[src/rtl/rob_retire_pkg.sv]
// rob_retire_pkg: shared ROB/LSQ/map-table types and retire FSM states.
package rob_retire_pkg;
  localparam int ROB_SIZE = 16;
  localparam int LSQ_SIZE = 8;
  localparam int NUMBER_OF_REGISTERS = 32;
  localparam int IDX_W = $clog2(ROB_SIZE);
  localparam int TAG_W = $clog2(ROB_SIZE + 1);
  typedef logic [TAG_W-1:0] RobSize;
  typedef enum logic [1:0] {RUN, STORE_WAIT, HALTED} retire_state_t;
  typedef struct packed {
    logic memtoreg;
    logic memwr;
    logic cjump;
    logic ecall;
    logic unsupported;
  } control_bits;
  typedef struct packed {
    logic        ready;
    logic [4:0]  rd;
    logic [31:0] value;
    control_bits ctrl_bits;
  } rob_entry;
  typedef struct packed {
    RobSize tag;
  } map_table_entry;
  typedef struct packed {
    logic        valid;
    logic [31:0] addr;
    logic [31:0] data;
  } lsq_entry;
  typedef struct packed {
    logic [4:0]  regstr;
    logic [31:0] value;
  } Victim;
  // Tags are 1-based so that 0 can mean "no producer".
  function automatic RobSize idx_to_tag(logic [IDX_W-1:0] idx);
    return RobSize'(idx) + RobSize'(1);
  endfunction
endpackage

[src/rtl/rob_retire_if.sv]
// rob_retire_if: ROB/map-table view plus retire outputs toward RF, LSQ and memory.
interface rob_retire_if;
  import rob_retire_pkg::*;
  int rob_head;
  int rob_count;
  rob_entry [ROB_SIZE-1:0] rob;
  map_table_entry [NUMBER_OF_REGISTERS-1:0] map_table;
  logic store_ack;
  logic rob_pop;
  logic lsq_pop;
  logic store_req;
  logic rf_we;
  logic [4:0] rf_waddr;
  logic [31:0] rf_wdata;
  logic mt_clear;
  logic [4:0] mt_clear_reg;
  Victim victim;
  logic halt;
  logic [31:0] retired_count;
  modport master (
    input  rob_head, rob_count, rob, map_table, store_ack,
    output rob_pop, lsq_pop, store_req, rf_we, rf_waddr, rf_wdata,
           mt_clear, mt_clear_reg, victim, halt, retired_count
  );
  modport slave (
    output rob_head, rob_count, rob, map_table, store_ack,
    input  rob_pop, lsq_pop, store_req, rf_we, rf_waddr, rf_wdata,
           mt_clear, mt_clear_reg, victim, halt, retired_count
  );
endinterface

[src/rtl/rob_retire_store_handshake.sv]
// retire_store_handshake: retire state machine; holds a registered store_req until ack.
module retire_store_handshake
  import rob_retire_pkg::*;
(
  input  logic          clk,
  input  logic          reset,
  input  logic          start_store,
  input  logic          start_halt,
  input  logic          store_ack,
  output retire_state_t state,
  output logic          store_req,
  output logic          store_done
);
  retire_state_t next;
  always_comb begin
    next = state;
    store_done = 1'b0;
    case (state)
      RUN:        next = start_store ? STORE_WAIT : start_halt ? HALTED : RUN;
      STORE_WAIT: begin
        store_done = store_ack;
        next = store_ack ? RUN : STORE_WAIT;
      end
      default:    next = HALTED;
    endcase
  end
  always_ff @(posedge clk) begin
    if (!reset) begin
      state <= RUN;
      store_req <= 1'b0;
    end else begin
      state <= next;
      store_req <= next == STORE_WAIT;
    end
  end
endmodule

[src/rtl/rob_retire.sv]
// rob_retire: in-order ROB head commit with RF write, map clear, store handshake and ecall halt.
module rob_retire
  import rob_retire_pkg::*;
(
  input logic clk,
  input logic reset,
  rob_retire_if.master bus
);
  logic [IDX_W-1:0] idx;
  rob_entry h;
  retire_state_t state;
  logic retire_ok, retire_now, writes, store_done, store_req;
  assign idx = IDX_W'(bus.rob_head % ROB_SIZE);
  assign h = bus.rob[idx];
  assign retire_ok = state == RUN && bus.rob_count > 0 && h.ready;
  assign retire_now = retire_ok && !h.ctrl_bits.memwr;
  assign writes = retire_now && h.rd != 5'd0 && !h.ctrl_bits.unsupported
                  && !h.ctrl_bits.ecall && !h.ctrl_bits.cjump;
  assign bus.rob_pop = retire_now || store_done;
  assign bus.lsq_pop = (retire_now && h.ctrl_bits.memtoreg) || store_done;
  assign bus.store_req = store_req;
  retire_store_handshake u_hs (
    .clk(clk),
    .reset(reset),
    .start_store(retire_ok && h.ctrl_bits.memwr),
    .start_halt(retire_now && h.ctrl_bits.ecall),
    .store_ack(bus.store_ack),
    .state(state),
    .store_req(store_req),
    .store_done(store_done)
  );
  always_ff @(posedge clk) begin
    if (!reset) begin
      bus.rf_we <= 1'b0;
      bus.rf_waddr <= '0;
      bus.rf_wdata <= '0;
      bus.mt_clear <= 1'b0;
      bus.mt_clear_reg <= '0;
      bus.victim <= '0;
      bus.halt <= 1'b0;
      bus.retired_count <= '0;
    end else begin
      bus.rf_we <= writes;
      // A younger rename of rd keeps its mapping; only our own tag is cleared.
      bus.mt_clear <= writes && bus.map_table[h.rd].tag == idx_to_tag(idx);
      if (writes) begin
        bus.rf_waddr <= h.rd;
        bus.rf_wdata <= h.value;
        bus.mt_clear_reg <= h.rd;
      end
      if (bus.rob_pop) bus.victim <= writes ? {h.rd, h.value} : '0;
      bus.retired_count <= bus.retired_count + 32'(bus.rob_pop);
      bus.halt <= bus.halt | (retire_now && h.ctrl_bits.ecall);
    end
  end
endmodule

[src/flat_wrapper.sv]
// flat-port wrapper written by rule: the top's interface ports become plain ports
module rob_retire_flat import rob_retire_pkg::*;
  (clk, reset, bus_rob_head, bus_rob_count, bus_rob, bus_map_table, bus_store_ack, bus_rob_pop, bus_lsq_pop, bus_store_req, bus_rf_we, bus_rf_waddr, bus_rf_wdata, bus_mt_clear, bus_mt_clear_reg, bus_victim, bus_halt, bus_retired_count);
  rob_retire_if bus_i ();
  input logic clk;
  input logic reset;
  input wire logic [$bits(bus_i.rob_head)-1:0] bus_rob_head;
  input wire logic [$bits(bus_i.rob_count)-1:0] bus_rob_count;
  input wire logic [$bits(bus_i.rob)-1:0] bus_rob;
  input wire logic [$bits(bus_i.map_table)-1:0] bus_map_table;
  input wire logic [$bits(bus_i.store_ack)-1:0] bus_store_ack;
  output wire logic [$bits(bus_i.rob_pop)-1:0] bus_rob_pop;
  output wire logic [$bits(bus_i.lsq_pop)-1:0] bus_lsq_pop;
  output wire logic [$bits(bus_i.store_req)-1:0] bus_store_req;
  output wire logic [$bits(bus_i.rf_we)-1:0] bus_rf_we;
  output wire logic [$bits(bus_i.rf_waddr)-1:0] bus_rf_waddr;
  output wire logic [$bits(bus_i.rf_wdata)-1:0] bus_rf_wdata;
  output wire logic [$bits(bus_i.mt_clear)-1:0] bus_mt_clear;
  output wire logic [$bits(bus_i.mt_clear_reg)-1:0] bus_mt_clear_reg;
  output wire logic [$bits(bus_i.victim)-1:0] bus_victim;
  output wire logic [$bits(bus_i.halt)-1:0] bus_halt;
  output wire logic [$bits(bus_i.retired_count)-1:0] bus_retired_count;
  assign bus_i.rob_head = bus_rob_head;
  assign bus_i.rob_count = bus_rob_count;
  assign bus_i.rob = bus_rob;
  assign bus_i.map_table = bus_map_table;
  assign bus_i.store_ack = bus_store_ack;
  assign bus_rob_pop = bus_i.rob_pop;
  assign bus_lsq_pop = bus_i.lsq_pop;
  assign bus_store_req = bus_i.store_req;
  assign bus_rf_we = bus_i.rf_we;
  assign bus_rf_waddr = bus_i.rf_waddr;
  assign bus_rf_wdata = bus_i.rf_wdata;
  assign bus_mt_clear = bus_i.mt_clear;
  assign bus_mt_clear_reg = bus_i.mt_clear_reg;
  assign bus_victim = bus_i.victim;
  assign bus_halt = bus_i.halt;
  assign bus_retired_count = bus_i.retired_count;
  rob_retire u_core (.clk(clk), .reset(reset), .bus(bus_i));
endmodule
[config.mk]
export PLATFORM = sky130hd
export DESIGN_NAME = rob_retire_flat
export DESIGN_NICKNAME = d
export VERILOG_FILES = /design/src/rtl/rob_retire_pkg.sv /design/src/rtl/rob_retire_if.sv /design/src/rtl/rob_retire_store_handshake.sv /design/src/rtl/rob_retire.sv /design/src/flat_wrapper.sv
export SDC_FILE = /design/constraint.sdc
export NUM_CORES = 1
export LEC_CHECK = 0
export BUFFER_PORTS_ARGS = -buffer_cell sky130_fd_sc_hd__buf_4
export CAP_MARGIN = 20
export CORE_AREA = 2 2 404 406
export DETAILED_ROUTE_END_ITERATION = 10
export DIE_AREA = 0 0 406 408
export SYNTH_ARGS = -nofsm -noshare
export SYNTH_HDL_FRONTEND = slang
export SYNTH_SLANG_ARGS = --single-unit
[constraint.sdc]
create_clock -name clk -period 4.7 [get_ports clk]
set_input_delay 0.235 -clock clk [delete_from_list [all_inputs] [get_ports clk]]
set_output_delay 0.235 -clock clk [all_outputs]
set_load 0.005 [all_outputs]
# After elaboration in Yosys (flattened, before gate mapping)
# Cells that the tools add are included.
[classes] addsub=2 n_lt_le_gt_ge=3 n_eq_ne=3 n_mux=10 bitwise=1 n_reduce_logical=19
[op_table] op="$bmux W43 S4" n=1
[op_table] op="$mux W43" n=1
[op_table] op="$mux W37" n=1
[op_table] op="$add A32 B1 Y32" n=1
[op_table] op="$gt A32 B1 Y1 const B" n=1
[op_table] op="$bmux W5 S5" n=1
[op_table] op="$logic_and A1 B1 Y1" n=11
[op_table] op="$lt A5 B6 Y1 const B" n=1
[op_table] op="$add A4 B1 Y5 const B" n=1
[op_table] op="$eq A5 B5 Y1" n=1
[op_table] op="$lt A4 B5 Y1 const B" n=1
[op_table] op="$mux W5" n=1
[op_table] op="$reduce_bool A5 Y1" n=1
[op_table] op="$eq A2 B1 Y1 const B" n=2
[op_table] op="$logic_not A1 Y1" n=4
[op_table] op="$mux W2" n=2
[op_table] op="$pmux W2 S2" n=1
[op_table] op="$logic_not A2 Y1" n=1
[op_table] op="$logic_or A1 B1 Y1" n=2
[op_table] op="$mux W1" n=2
[op_table] op="$or A1 B1 Y1" n=1
[word_totals] regBits=112 in_bits=915 wordCells=48

# Depth between registers and ports, before layout
[depth] word_depth=9 mapped_depth=20 mapped_depth_nobuf=15

# Cells and area by module
# Synthesis repeated with hierarchy kept, for this count alone.
[hier_totals] cells_unflattened=1075 hier_area_um2=11233.3
[by_module_without_submodules] mod="rob_retire" n_inst=1 cells_each=1064 area_each_um2=11121.9 seq_area_each_um2=2182.1
[by_module_without_submodules] mod="retire_store_handshake" n_inst=1 cells_each=11 area_each_um2=111.4 seq_area_each_um2=60.1

# Worst setup path before layout
# No wires, ideal clock.
[synth_timing] path_type="in2reg" start="input bus_rob_head[0]" end="register u_core.bus.retired_count[27] in the netlist's numbering" arrival_time_ns=3.588 path_slack_ns=0.984 path_stages=17 n_path_buf=4 path_cell_list="buf_6 > mux4_1 > mux4_2 > nor2b_1 > nor2b_1 > nor2_1 > clkbuf_1 > clkbuf_1 > inv_1 > ha_1 > and3_1 > clkbuf_1 > nand4_1 > nor3_1 > nand3_1 > xor2_1 > nor2_1"
[synth_between] elab_chain_cells=6
[synth_rtl] item="start, declared" line_no="flat_wrapper.sv:7" rtl="input wire logic [$bits(bus_i.rob_head)-1:0] bus_rob_head;"
[synth_rtl] item="$bmux W43 S4 *" line_no="rob_retire.sv:14" rtl="assign h = bus.rob[idx];"
[synth_rtl] item="$mux W43 (not written as such) *" line_no="rob_retire.sv:14"
[synth_rtl] item="$logic_and A1 B1 Y1 or $logic_not A1 Y1 (tied branches)" line_no="rob_retire.sv:15, rob_retire.sv:16"
[synth_rtl] item="$logic_and A1 B1 Y1 *" line_no="rob_retire.sv:16" rtl="assign retire_now = retire_ok && !h.ctrl_bits.memwr;"
[synth_rtl] item="$logic_or A1 B1 Y1 *" line_no="rob_retire.sv:19" rtl="assign bus.rob_pop = retire_now || store_done;"
[synth_rtl] item="net bus_rob_pop" line_no="flat_wrapper.sv:12" rtl="output wire logic [$bits(bus_i.rob_pop)-1:0] bus_rob_pop;"
[synth_rtl] item="$add A32 B1 Y32 *" line_no="rob_retire.sv:52" rtl="bus.retired_count <= bus.retired_count + 32'(bus.rob_pop);"
[synth_rtl] item="end signal, assigned" line_no="rob_retire.sv:52"
[synth_rtl] item="end, declared" line_no="rob_retire_if.sv:23" rtl="mt_clear, mt_clear_reg, victim, halt, retired_count"
# Mark *: on every way through the listed nets, which the timed path passes. The rest lies on a longest branch. The select of a mux whose other input is x is not followed.
# A chain may end at the register's enable or synchronous reset.

# Final worst setup path
[layout_timing] start="input bus_rob_head[1]" end="register u_core.bus.mt_clear"
[layout_between] elab_chain_cells=9
[layout_rtl] item="branches (longest 8 deep; another with $bmux W43 S4)"
[layout_rtl] item="$logic_and A1 B1 Y1 *" line_no="rob_retire.sv:45" rtl="bus.mt_clear <= writes && bus.map_table[h.rd].tag == idx_to_tag(idx);"
[layout_rtl] item="end signal, assigned" line_no="rob_retire.sv:45"
[layout_rtl] item="end, declared" line_no="rob_retire_if.sv:23"
# Every way passes the cells marked *. The select of a mux whose other input is x is not followed.

==> results by group <==
Die
  – Chip width: ~410 um
  – # IOs: around 1,000
  – Chip height: ~410 um
  – Initial Util: between 6 and 7%
  – Die area: between 150,000 and 200,000 um2
  – FP Rows: approximately 150
  – Core Footprint: around 160,000 um2

CTS
  – Worst-case clock buffer depth: 2
  – Total CTS buffers: 9
  – Clock transition at path regs: roughly 0.10 ns
  – Post-CTS setup buffers: 0
  – Htree depth: 3
  – CTS tree: yes
  – Clock root buffer: clkbuf_16
  – Hold_buf cts: 0
  – Worst skew pair latency: between 0.4 and 0.5 ns
  – Post-cts resize count: 0
  – Clock Sinks: approximately 110

STA
  – Pins Over Slew Limit: 0
  – Final Hold Vio Count: 0
  – Unrepaired setup endpoints after global routing: false
  – Fmax: about 260 MHz
  – # setup viols final: 0
  – Worst-Margin Slew: between 0.9 and 1 ns
  – Skew final: 0.0142 ns
  – Slew HR: between 30 and 40%
  – Final WS setup: around 0.86 ns
  – Final TNS setup: 0 ns
  – Clock period minus worst slack: approximately 3.8 ns
  – Period utilization: between 80% and 90%

Routing
  – # DRC: 0
  – TritonRoute pass-1 iters: 5
  – DRT iter0 DRCs: 1,449
  – Antenna-violating nets left: 0
  – Final WL: roughly 120 mm
  – Avg WL per Cell: ~28 um
  – Total number of vias: 13,800
  – Routed vias/inst: 3.33

Logic synthesis
  – FF+latch count, synth: between 100 and 150
  – Post-synthesis net count: around 1,900
  – Largest family of logic cells by synthesized area: multiplexers
  – Synthesized area: 11,000 um2
  – Async SR Flop Fraction: 0%
  – Syn Area/Cell: about 11 um2
  – EDFF count, synth: 0
  – YS warnings: 0
  – Post-synthesis compound-gate area fraction: a little under a tenth
  – Adder-cell share of the synthesized area: less than 1%
  – Seq/Total Area, Yosys: about a fifth
  – Cell variety after synth: 55
  – Main flop type after synthesis: dfxtp_1
  – Mux contribution to synthesized area: roughly half
  – Synth Area in XOR/XNOR: around 2.7%
  – Area share of and/or/nand/nor cells after synthesis: between 10 and 15%
  – Cell count after synthesis: 978

Placement
  – GP Congestion: 0.971
  – DP Area: 21,100 um2
  – I/O Buffers: approximately 1,000
  – Pre-CTS WS: about 0.51 ns
  – Final HPWL DP: around 110 mm

Worst setup path
  – WP data required: between 5 and 6 ns
  – Worst Setup SP: bus_rob_head[1]
  – CP peak stage delay: approximately 0.73 ns
  – Critical path type: input port to register
  – Setup slack, reg-to-reg: roughly 1.8 ns
  – Largest delay share family, worst path: compound AO/OA/AOI/OAI gates
  – Crit start category: input port
  – Crit-path slowest cell: a21oi_2
  – Worst path buffer plus inverter count: 2
  – R2R cell count: 15
  – Worst-path fanout max: between 40 and 50
  – FF-to-FF End: u_core.bus.retired_count[26]
  – CP endpoint kind: register
  – Crit path cell chain: buf_8 > buf_4 > mux4_2 > o21ai_1 > nand2_2 > a21oi_2 > a221oi_2 > mux2i_1 > xor2_1 > a2111o_1 > a2111oi_2
  – Worst path arrival time: around 4.2 ns
  – FF-to-FF Start: u_core.u_hs.state[1]

Layout
  – Nets: 2,858
  – Biggest regs: u_core.bus.victim x37, u_core.bus.retired_count x32, u_core.bus.rf_wdata x32
  – Reg with most FFs: u_core.bus.victim
  – Layout cell share with drive strength beyond 1: roughly two thirds
  – Area grow syn2layout: 96.2%
  – Final instance area: roughly 22,000 um2
  – Commonest non-fill, non-tap cells in the layout: buf_4, mux4_2, dfxtp_1, nor2_1, mux2i_1
  – Seq. cell area: approximately 2200 um2
  – Number of flip-flops in the largest register: 37
  – Commonest non-fill, non-tap cell in the layout: buf_4
  – Area taken by multi-input logic gates: 8190 um2
  – Fillers: 18,400
  – Final core utilization: 13.3%

Global route
  – Antenna violations before repair: 96
  – First-pass GRT wire length: 143 mm
  – GRT Util Overall: between 10 and 15%
  – Total grt overflow: 0
  – Vias in the first global route: 13,500
  – Largest net degree at the start of global routing: roughly 80

Worst hold path
  – Hold Path Origin: reset
  – Worst Hold Class: input port to register
  – Hold Path Depth: 2
  – Hold Path End: u_core.bus.retired_count[1]

Pwr
  – Max rail drop VDD: between 0.15 and 0.2 mV
  – Leakage dissipation: about 8.9 nW
  – PwrDens: 174 nW/um2

Status
  – Status: complete, no violations

Job
  – # Max-Cap Violations: 0
[cells in the mapped netlist (all sizes together) (2+ instances only)]
| master | n | area share (%) |
|---|---|---|
| nor2 | 107 | 3.7 |
| ha | 3 | 0.34 |
| o31ai | 2 | 0.14 |
| xnor2 | 11 | 0.88 |
| inv | 6 | 0.21 |
| mux2i | 102 | 9.3 |
| a22oi | 5 | 0.43 |
| dfxtp | 112 | 20 |
| o21ai | 16 | 0.94 |
| nor4 | 8 | 0.46 |
| nor3 | 9 | 0.41 |
| and3 | 8 | 0.46 |
| nand2 | 44 | 1.6 |
| xor2 | 23 | 1.8 |
| a211oi | 5 | 0.34 |
| nor2b | 37 | 2.1 |
| a221oi | 21 | 2.0 |
| mux4 | 191 | 39 |
| or3 | 6 | 0.34 |
| and2 | 9 | 0.51 |
| nand3 | 15 | 0.73 |
| clkbuf | 38 | 1.3 |
| mux2 | 21 | 2.2 |
| nand4 | 7 | 0.40 |
| buf | 55 | 3.5 |
| o211ai | 2 | 0.14 |
| a21oi | 93 | 4.3 |
| o22ai | 11 | 0.63 |
[worst max path at each step]
| stage | endpoint | slack [ns] | cells after the start |
|---|---|---|---|
| after floorplan | u_core.bus.retired_count[27] | 0.98 | 17 |
| after global placement | u_core.bus.mt_clear | 0.55 | 11 |
| after detailed placement | u_core.bus.mt_clear | 0.51 | 11 |
| after CTS | u_core.bus.mt_clear | 1.01 | 11 |
| after global routing | u_core.bus.mt_clear | 0.77 | 11 |
| final | u_core.bus.mt_clear | 0.86 | 11 |
[through the flow]
stage / std cells / total power, mW / hold slack [ns]
after CTS: 4120 / 3.83 / 0.0512
after detailed placement: 4104 / 2.86 / 0.448
final: 4156 / 3.75 / 0.0986
after global placement: 4104 / 2.85 / 0.443
after global routing: 4131 / 3.93 / 0.0702
after floorplan: 978 / 1.77 / 0.357
[per-layer routing]
metal / routed length [um] / global-route usage, % / up-vias
met5: 170 / 0 / -
met4: 3740 / 4.38 / 28
met3: 12400 / 4.33 / 159
met2: 51400 / 20.6 / 935
met1: 49800 / 18.1 / 6842
li1: - / - / 5861
[logic make-up (layout without fill, tap and decap cells)]
logic type	Yosys count	after routing
muxes	314	314
and+or+nand+nor	254	254
AOI/OAI and AO/OA	161	161
DFF	112	112
buffers and inverters	100	1067
xor gates and xnor gates	34	34
adders and majority gates	3	3
other	0	36
[final cells by class]
cell class | count | share of cell area (%)
multi-input combinational | 766 | 38.1
timing repair buffer | 1044 | 36.9
tap | 2175 | 12.7
sequential | 112 | 10.4
clock buffer | 9 | 1.05
antenna | 36 | 0.419
clock inverter | 7 | 0.361
inverter | 7 | 0.134
[power breakdown]
part	internal, mW	total [mW]	switching, mW
clock	0.386	0.905	0.519
sequential	0.963	0.972	0.00911
combinational	1.00	1.87	0.872
total	2.35	3.75	1.40
Power figures use the tool's default switching activity.
